## src/rtl/dma_arb_pkg.sv

```systemverilog
// Shared types and helpers for the DMA request/priority stage.
// Latency: n/a (declarations only).
// Backpressure: n/a.
package dma_arb_pkg;

   // Channel count; the grant encoding is fixed at 2 bits, so only 4 works.
   localparam int NUM_CH = 4;

   typedef enum logic [1:0] {
      IDLE = 2'd0,
      REQ  = 2'd1,
      SVC  = 2'd2
   } arb_state_t;

   function automatic logic [3:0] onehot4(input logic [1:0] ch);
      onehot4 = 4'b0001 << ch;
   endfunction

endpackage

```

## src/rtl/dma_prio_encoder.sv

```systemverilog
// Picks one channel from eff_req, with prio_ptr naming the highest-priority channel.
// Latency: combinational.
// Backpressure: none.
// Ports: eff_req (qualified requests), prio_ptr (top-priority channel),
//        winner (selected channel), any (at least one request present).
module dma_prio_encoder (
   input  logic [3:0] eff_req,
   input  logic [1:0] prio_ptr,
   output logic [1:0] winner,
   output logic       any
);

   logic [3:0] rot;
   logic [1:0] enc;

   // Rotate right by prio_ptr so the top-priority channel lands on bit 0.
   always_comb begin
      case (prio_ptr)
         2'd0:    rot = eff_req;
         2'd1:    rot = {eff_req[0],   eff_req[3:1]};
         2'd2:    rot = {eff_req[1:0], eff_req[3:2]};
         default: rot = {eff_req[2:0], eff_req[3]};
      endcase
   end

   // Fixed encode: lowest set bit wins.
   always_comb begin
      casez (rot)
         4'b???1: enc = 2'd0;
         4'b??10: enc = 2'd1;
         4'b?100: enc = 2'd2;
         4'b1000: enc = 2'd3;
         default: enc = 2'd0;
      endcase
   end

   // Undo the rotation; 2-bit add wraps mod 4.
   assign winner = enc + prio_ptr;
   assign any    = |eff_req;

endmodule

```

## src/rtl/dma_channel_arbiter.sv

```systemverilog
// Qualifies four DMA channel requests and grants one to the timing FSM; drives DACK during service.
// Latency: DREQ to valid_dreq is 2 cycles (sense register, then arbitration register).
// Backpressure: a grant is held in REQ until svc_start or withdrawal; service always runs to svc_done.
// Ports: CLK/RESET_N; DREQ raw requests; cmd_* command bits; mask_reg; req_wr/req_data software
//        request writes; svc_start/svc_done/tc from the timing FSM; valid_dreq/grant_ch/busy to the
//        timing FSM; DACK to the peripherals; request_reg to the status register.
module dma_channel_arbiter
   import dma_arb_pkg::*;
(
   input  logic       CLK,
   input  logic       RESET_N,
   input  logic [3:0] DREQ,
   input  logic       cmd_dreq_sense,
   input  logic       cmd_dack_sense,
   input  logic       cmd_rotating,
   input  logic       cmd_disable,
   input  logic [3:0] mask_reg,
   input  logic       req_wr,
   input  logic [2:0] req_data,
   input  logic       svc_start,
   input  logic       svc_done,
   input  logic       tc,
   output logic [3:0] valid_dreq,
   output logic [1:0] grant_ch,
   output logic       busy,
   output logic [3:0] DACK,
   output logic [3:0] request_reg
);

   arb_state_t state_q, state_d;
   logic [1:0] grant_q, grant_d;
   logic [3:0] vld_q, vld_d;
   logic [3:0] dack_q, dack_d;
   logic [3:0] sreq_q, sreq_d;
   logic [1:0] ptr_q, ptr_d;
   logic [3:0] dreq_q;

   logic [3:0] eff_req;
   logic [1:0] winner;
   logic       any;

   // Software requests bypass the mask.
   assign eff_req = (dreq_q & ~mask_reg) | sreq_q;

   dma_prio_encoder u_prio (
      .eff_req  (eff_req),
      .prio_ptr (ptr_q),
      .winner   (winner),
      .any      (any)
   );

   always_comb begin
      state_d = state_q;
      grant_d = grant_q;
      vld_d   = vld_q;
      dack_d  = dack_q;
      ptr_d   = ptr_q;
      sreq_d  = sreq_q;
      case (state_q)
         IDLE: begin
            if (!cmd_disable && any) begin
               grant_d = winner;
               vld_d   = onehot4(winner);
               state_d = REQ;
            end
         end
         REQ: begin
            // svc_start takes precedence over a same-cycle withdrawal.
            if (svc_start) begin
               dack_d  = onehot4(grant_q);
               state_d = SVC;
            end else if (!eff_req[grant_q] || cmd_disable) begin
               vld_d   = '0;
               state_d = IDLE;
            end
         end
         SVC: begin
            if (svc_done) begin
               vld_d   = '0;
               dack_d  = '0;
               state_d = IDLE;
               // Serviced channel drops to lowest priority.
               if (cmd_rotating) ptr_d = grant_q + 2'd1;
               if (tc)           sreq_d[grant_q] = 1'b0;
            end
         end
         default: begin
            vld_d   = '0;
            dack_d  = '0;
            state_d = IDLE;
         end
      endcase
      if (!cmd_rotating) ptr_d = '0;
      // A register write overrides a same-cycle terminal-count clear.
      if (req_wr) sreq_d[req_data[1:0]] = req_data[2];
   end

   always_ff @(posedge CLK or negedge RESET_N) begin
      if (!RESET_N) begin
         state_q <= IDLE;
         grant_q <= '0;
         vld_q   <= '0;
         dack_q  <= '0;
         sreq_q  <= '0;
         ptr_q   <= '0;
         dreq_q  <= '0;
      end else begin
         state_q <= state_d;
         grant_q <= grant_d;
         vld_q   <= vld_d;
         dack_q  <= dack_d;
         sreq_q  <= sreq_d;
         ptr_q   <= ptr_d;
         dreq_q  <= DREQ ^ {4{cmd_dreq_sense}};
      end
   end

   assign valid_dreq  = vld_q;
   assign grant_ch    = grant_q;
   assign busy        = (state_q != IDLE);
   assign DACK        = cmd_dack_sense ? dack_q : ~dack_q;
   assign request_reg = sreq_q;

endmodule

```

## config.mk

```make
export PLATFORM = sky130hd
export DESIGN_NAME = dma_channel_arbiter
export DESIGN_NICKNAME = d
export VERILOG_FILES = /design/src/rtl/dma_arb_pkg.sv /design/src/rtl/dma_prio_encoder.sv /design/src/rtl/dma_channel_arbiter.sv
export SDC_FILE = /design/constraint.sdc
export NUM_CORES = 1
export LEC_CHECK = 0
export CORE_AREA = 2 2 56 58
export DETAILED_ROUTE_END_ITERATION = 12
export DIE_AREA = 0 0 58 60
export GPL_ROUTABILITY_DRIVEN = 0
export PLACE_DENSITY = 0.78
export SKIP_CTS_REPAIR_TIMING = 1
export SYNTH_ARGS = -nofsm -noshare
export SYNTH_HDL_FRONTEND = slang
export SYNTH_SLANG_ARGS = --single-unit
```

## constraint.sdc

```tcl
create_clock -name CLK -period 3.07 [get_ports CLK]
set_input_delay 0.614 -clock CLK [delete_from_list [all_inputs] [get_ports CLK]]
set_output_delay 0.614 -clock CLK [all_outputs]
set_load 0.01 [all_outputs]
```

Yosys cells after proc, flatten, opt, wreduce, memory -nomap -nowiden:

Index checks and enable logic that the tools add are counted.

* register bits after elaboration: 22
* input bits: 21
* output and inout port bits: 15
* logic and storage cells: 82

* $add $sub $neg: 2
* magnitude comparators: 4
* equality and inequality tests: 15
* shift operators: 2
* muxes and demuxes: 29
* bitwise gates (word level): 8
* reduce and logical (&&, ||, !) cells: 15

Operators by type and width (number)
* 4-bit two-way mux: 10
* 4-bit case mux with 3 select lines: 3
* 2-bit two-way mux: 7
* 4-bit inverter: 3
* 2-bit case mux with 3 select lines: 2
* 2-bit != test (second input constant): 5
* 4-bit bitwise AND: 2
* 1-bit by 2-bit << shifter with 4-bit output (first input constant): 2
* 2-bit == test (second input constant): 3
* 2-bit by 3-bit less-than comparator with 1-bit output (second input constant): 2
* 3-bit AND reduction: 2
* 4-bit bitwise mux: 1
* 1-bit demux with 2-bit select: 2
* 2-bit by 1-bit == test with 1-bit output (second input constant): 2
* 4-bit == test (second input constant): 1
* 2-bit by 1-bit >= comparator with 1-bit output (second input constant): 2
* 2-bit logical NOT: 2
* 2-bit by 1-bit != test with 1-bit output (second input constant): 2
* 4-bit bitwise OR: 1
* 2-bit AND reduction: 2
* 4-bit AND reduction: 1
* 4-bit OR reduction: 1
* 4-bit bitwise XOR: 1
* 3-bit == test (second input constant): 1
* other kinds (10): 15

Depth between registers and ports, before layout:

* word-level depth: 11
* depth in mapped cells: 10
* depth with buffers taken out: 9

Cells and area by module:

From an unflattened synthesis, not the netlist that was laid out.

* cells, all modules: 134
* area total of the unflattened synthesis: 1276.2 sq um

Modules (own cells, without submodules)
* dma_channel_arbiter: times used 1, cells an instance 109, area each 1126.1 sq um, sequential area each 550.5 sq um
* dma_prio_encoder: times used 1, cells an instance 25, area each 150.1 sq um, sequential area each 0.0 sq um

Worst setup path before layout:

Ideal clock, no wire load.

* kind: input to register
* start: input port mask_reg[2]
* end: register grant_q[1], in the netlist grant_ch[1]
* library setup time: 0.125 ns
* arrival: 2.202 ns
* data required time: 2.945 ns
* path slack: 0.743 ns
* stages on the path: 9
* path buffers: 1
* cell sequence: nor2b_1 > or2_0 > buf_2 > o311a_1 > o211ai_1 > ha_1 > xor2_1 > xnor2_1 > mux2_2

* cells in the longest elaborated chain, start to end: 7
* elaborated cells on any way between the ends: 12

RTL lines
* start, declared: RTL line dma_channel_arbiter.sv:17 `input logic [3:0] mask_reg,`
* 4-bit inverter *: RTL line dma_channel_arbiter.sv:43 `assign eff_req = (dreq_q & ~mask_reg) | sreq_q;`
* 4-bit bitwise AND *: RTL line dma_channel_arbiter.sv:43
* 4-bit bitwise OR *: RTL line dma_channel_arbiter.sv:43
* 4-bit case mux with 3 select lines: RTL line dma_prio_encoder.sv:18 `case (prio_ptr)`
* 4-bit == test, or another cell as far along: RTL line dma_prio_encoder.sv:28 `casez (rot)`
* 2-bit case mux with 3 select lines: RTL line dma_prio_encoder.sv:28
* 2-bit adder: RTL line dma_prio_encoder.sv:38 `assign winner = enc + prio_ptr;`
* end signal, assigned: RTL line dma_channel_arbiter.sv:109 `grant_q <= grant_d;`
* end, declared: RTL line dma_channel_arbiter.sv:31 `logic [1:0] grant_q, grant_d;`

Every way passes the cells marked *; elsewhere a longest branch is shown, timed or not.
A chain may end at the register's enable or synchronous reset.

Worst setup path in the final report:

* start: input port mask_reg[0]
* end: register vld_q[2], in the netlist valid_dreq[2]

* cells in the longest elaborated chain, start to end: 10
* elaborated cells on any way between the ends: 21

RTL lines
* 4-bit inverter *: RTL line dma_channel_arbiter.sv:43
* 4-bit bitwise AND *: RTL line dma_channel_arbiter.sv:43
* 4-bit bitwise OR *: RTL line dma_channel_arbiter.sv:43
* 4-bit case mux with 3 select lines: RTL line dma_prio_encoder.sv:18
* 4-bit == test, or another cell as far along: RTL line dma_prio_encoder.sv:28
* 2-bit case mux with 3 select lines: RTL line dma_prio_encoder.sv:28
* 2-bit adder: RTL line dma_prio_encoder.sv:38
* 1-bit by 2-bit << shifter with 4-bit output: RTL line dma_arb_pkg.sv:16 `onehot4 = 4'b0001 << ch;`
* 4-bit two-way mux: RTL line dma_channel_arbiter.sv:61 `if (!cmd_disable && any) begin`
* 4-bit case mux with 3 select lines: RTL line dma_channel_arbiter.sv:59 `case (state_q)`
* end signal, assigned: RTL line dma_channel_arbiter.sv:110 `vld_q <= vld_d;`
* end, declared: RTL line dma_channel_arbiter.sv:32 `logic [3:0] vld_q, vld_d;`

Every way passes the cells marked *; elsewhere a longest branch is shown, timed or not. The select of a mux whose other input is x is not followed.

==> flow_summary.json <==
{
  "status": "completed",
  "antenna_found_initial": 0,
  "finalNetCount": 194,
  "synthCells": 131,
  "cts_buffer_depth": 2,
  "topRoutingLayerUsed": "met4",
  "setup_ws_ns": 0.419,
  "dp.cells": 196,
  "p_leak_nw": 0.729,
  "core_um2": 2900,
  "ff2ff_path_depth": 8,
  "area_delta_synth_final_pct": 30.2,
  "dr.pass1.iters": 4,
  "required_ns": 3.33,
  "crit_family": "compound AO/OA/AOI/OAI gates",
  "crit_cells": 10,
  "clk_latency_ns": 0.31,
  "vias_per_cell": 5.63,
  "overflow": 0,
  "synth_seq_cells": 22,
  "io_buffers": 35,
  "wl_met2_um": 1440,
  "htreeDepth": 1,
  "placed_cell_area_um2": 1670,
  "timing.reg2reg.setup_slack_ns": 0.79,
  "drc": 0,
  "cts_buffers": 3,
  "p_total_mw": 1.13,
  "crit_fanout": 6,
  "p_per_area_nw_per_um2": 668,
  "route.met3.wl_um": 137,
  "dp_slack_ns": 0.133,
  "rsz0062_at_grt": "false",
  "grt_usage_pct": 17.4,
  "clock_skew_ns": 0.00467,
  "die_h_um": 60,
  "grt_max_degree": 23,
  "cp-end-kind": "flop",
  "path_clk_slew_ns": 0.12,
  "num_antenna_cells": 0,
  "cp_slowest_cell": "clkdlybuf4s50_1",
  "worst_ep_arrival_time_ns": 2.91,
  "wire_per_inst_um": 14.3,
  "synth_top_flop_cell": "dfrtp_1",
  "post-route-util_pct": 58.4,
  "drtIter0Drc": 36,
  "cts_root_buf": "clkbuf_4",
  "async_reset_ff_share_pct": 100,
  "setup.worst_path.start": "mask_reg[0]",
  "dpl.hpwl_um": 2180,
  "drive_gt1_share_pct": 8.43,
  "design.die.area_um2": 3480,
  "grt_pass1_wl_um": 4570,
  "critPathLaunchType": "primary input",
  "synth_area_per_cell_um2": 9.94,
  "timing.final.crit_period_ns": 2.65,
  "synth_cell_types": 44,
  "crit_buf_inv": 1,
  "clock-sinks": 22,
  "reg2reg_from": "dreq_q[2]",
  "crit_end": "valid_dreq[2]",
  "fin_area_um2": 1700,
  "crit_chain": "clkdlybuf4s50_1, nor2b_4, or2_0, nor3_1, a311oi_1, o211ai_1, ha_1, xor2_1, xnor2_1, a32o_2",
  "finalSetupTns_ns": 0,
  "pin_count": 36,
  "ys_seq_area_share_pct": 42.3,
  "drv_cap": 0,
  "synth-edff-count": 0,
  "cpPeakStageDelay_ns": 0.44,
  "slew_violations": 0,
  "cts_tree": "done",
  "syn_area_um2": 1300,
  "finalCritPeriodShare_pct": 86.4,
  "syn_nets": 157,
  "max-slew-margin-rel_pct": 62.8,
  "start_util_pct": 44.9,
  "yosysWarnings": 0,
  "crit_type": "primary input to flop",
  "grt_pass1_vias": 1033,
  "worstMarginPinSlew_ns": 0.554,
  "fp-row-count": 20,
  "m1WireLength_um": 1240,
  "routed_wl_um": 2840,
  "fp.dieW_um": 58,
  "drtAntennaViolNets": 0,
  "fmax_ghz": 0.377,
  "setup_viol": 0,
  "hold_path.class": "flop to flop",
  "hold_ws_ns": 0.517,
  "peakVddDrop_mv": 0.459,
  "via_count": 1120,
  "finalNonFillerCells": 199,
  "hold_violations": 0,
  "r2r_end": "valid_dreq[2]"
}
## worst min path at each step
stage | startpoint | endpoint | slack [ns] | cells past startpoint
6_report | valid_dreq[3] | valid_dreq[3] | 0.52 | 1
5_1_grt | valid_dreq[3] | valid_dreq[3] | 0.54 | 1
4_1_cts | valid_dreq[1] | valid_dreq[1] | 0.52 | 1
3_5_place_dp | valid_dreq[1] | valid_dreq[1] | 0.49 | 1
3_3_place_gp | valid_dreq[3] | valid_dreq[3] | 0.48 | 1
2_1_floorplan | RESET_N | dack_q[0] | 0.32 | 0
## cells in the final DEF (no fill, tap or decap), drive strengths merged, types with 4 or more instances in the layout
cell,count
a22o,4
clkdlybuf4s50,35
dfrtp,22
ha,5
inv,7
nand2,12
nor2,8
nor2b,4
nor4,4
o21ai,7
xnor2,5
xor2,5
## cell families (layout without fill, tap and decap cells)
kind of cell	Yosys count	after routing	share of synthesized area, %
buffers and inverters	12	47	4.80
adder cells (fa/ha/maj)	5	5	4.80
AND/OR/NAND/NOR	44	44	18.0
multiplexers	3	3	2.50
XOR/XNOR	10	10	6.72
flip-flops	22	22	42.3
AO/OA/AOI/OAI	35	35	20.9
## final cells by class
class | instances | area, um2
sequential | 22 | 551
fill | 263 | 1210
clock buffer | 3 | 22.5
tap | 33 | 41.3
inverter | 7 | 26.3
timing repair buffer | 37 | 365
multi-input combinational | 97 | 689
## power breakdown
| group | total (mW) | internal (mW) | switching [mW] |
|---|---|---|---|
| Sequential | 0.459 | 0.366 | 0.0926 |
| Clock | 0.133 | 0.0459 | 0.0873 |
| Combinational | 0.541 | 0.295 | 0.246 |
## synthesized netlist by cell type, types with 2 or more instances
master	count	area share (%)
o211ai_1	3	1.7
nand3_1	3	1.2
xor2_1	5	3.4
nor2_1	8	2.3
o31ai_1	3	1.7
a32o_2	2	1.7
or2_0	2	0.96
nor4_1	4	1.9
inv_1	7	2.0
o21ai_0	7	2.7
nand2_1	12	3.5
o32ai_1	2	1.3
mux2_2	2	1.7
and2_1	2	0.96
buf_2	2	0.77
buf_6	2	1.7
a22o_1	4	2.7
xnor2_1	5	3.4
nor2b_1	3	1.4
or3_2	2	1.2
o2bb2ai_1	2	1.3
ha_1	5	4.8
dfrtp_1	22	42
nor3_1	2	0.77
## worst register-to-register path, stage by stage (launching register included)
cell,delay (ns)
dfrtp_1,0.37
nor2b_1,0.15
or2_0,0.31
o311a_1,0.38
o211ai_1,0.18
ha_1,0.18
xor2_1,0.17
xnor2_1,0.15
a32o_2,0.30
## per-layer routing
metal,global-route usage (%),up-vias
met2,31.0,36
met3,3.03,3
met5,0,-
met1,21.5,531
li1,-,550
met4,4.98,0
Power figures use the tool's default switching activity.
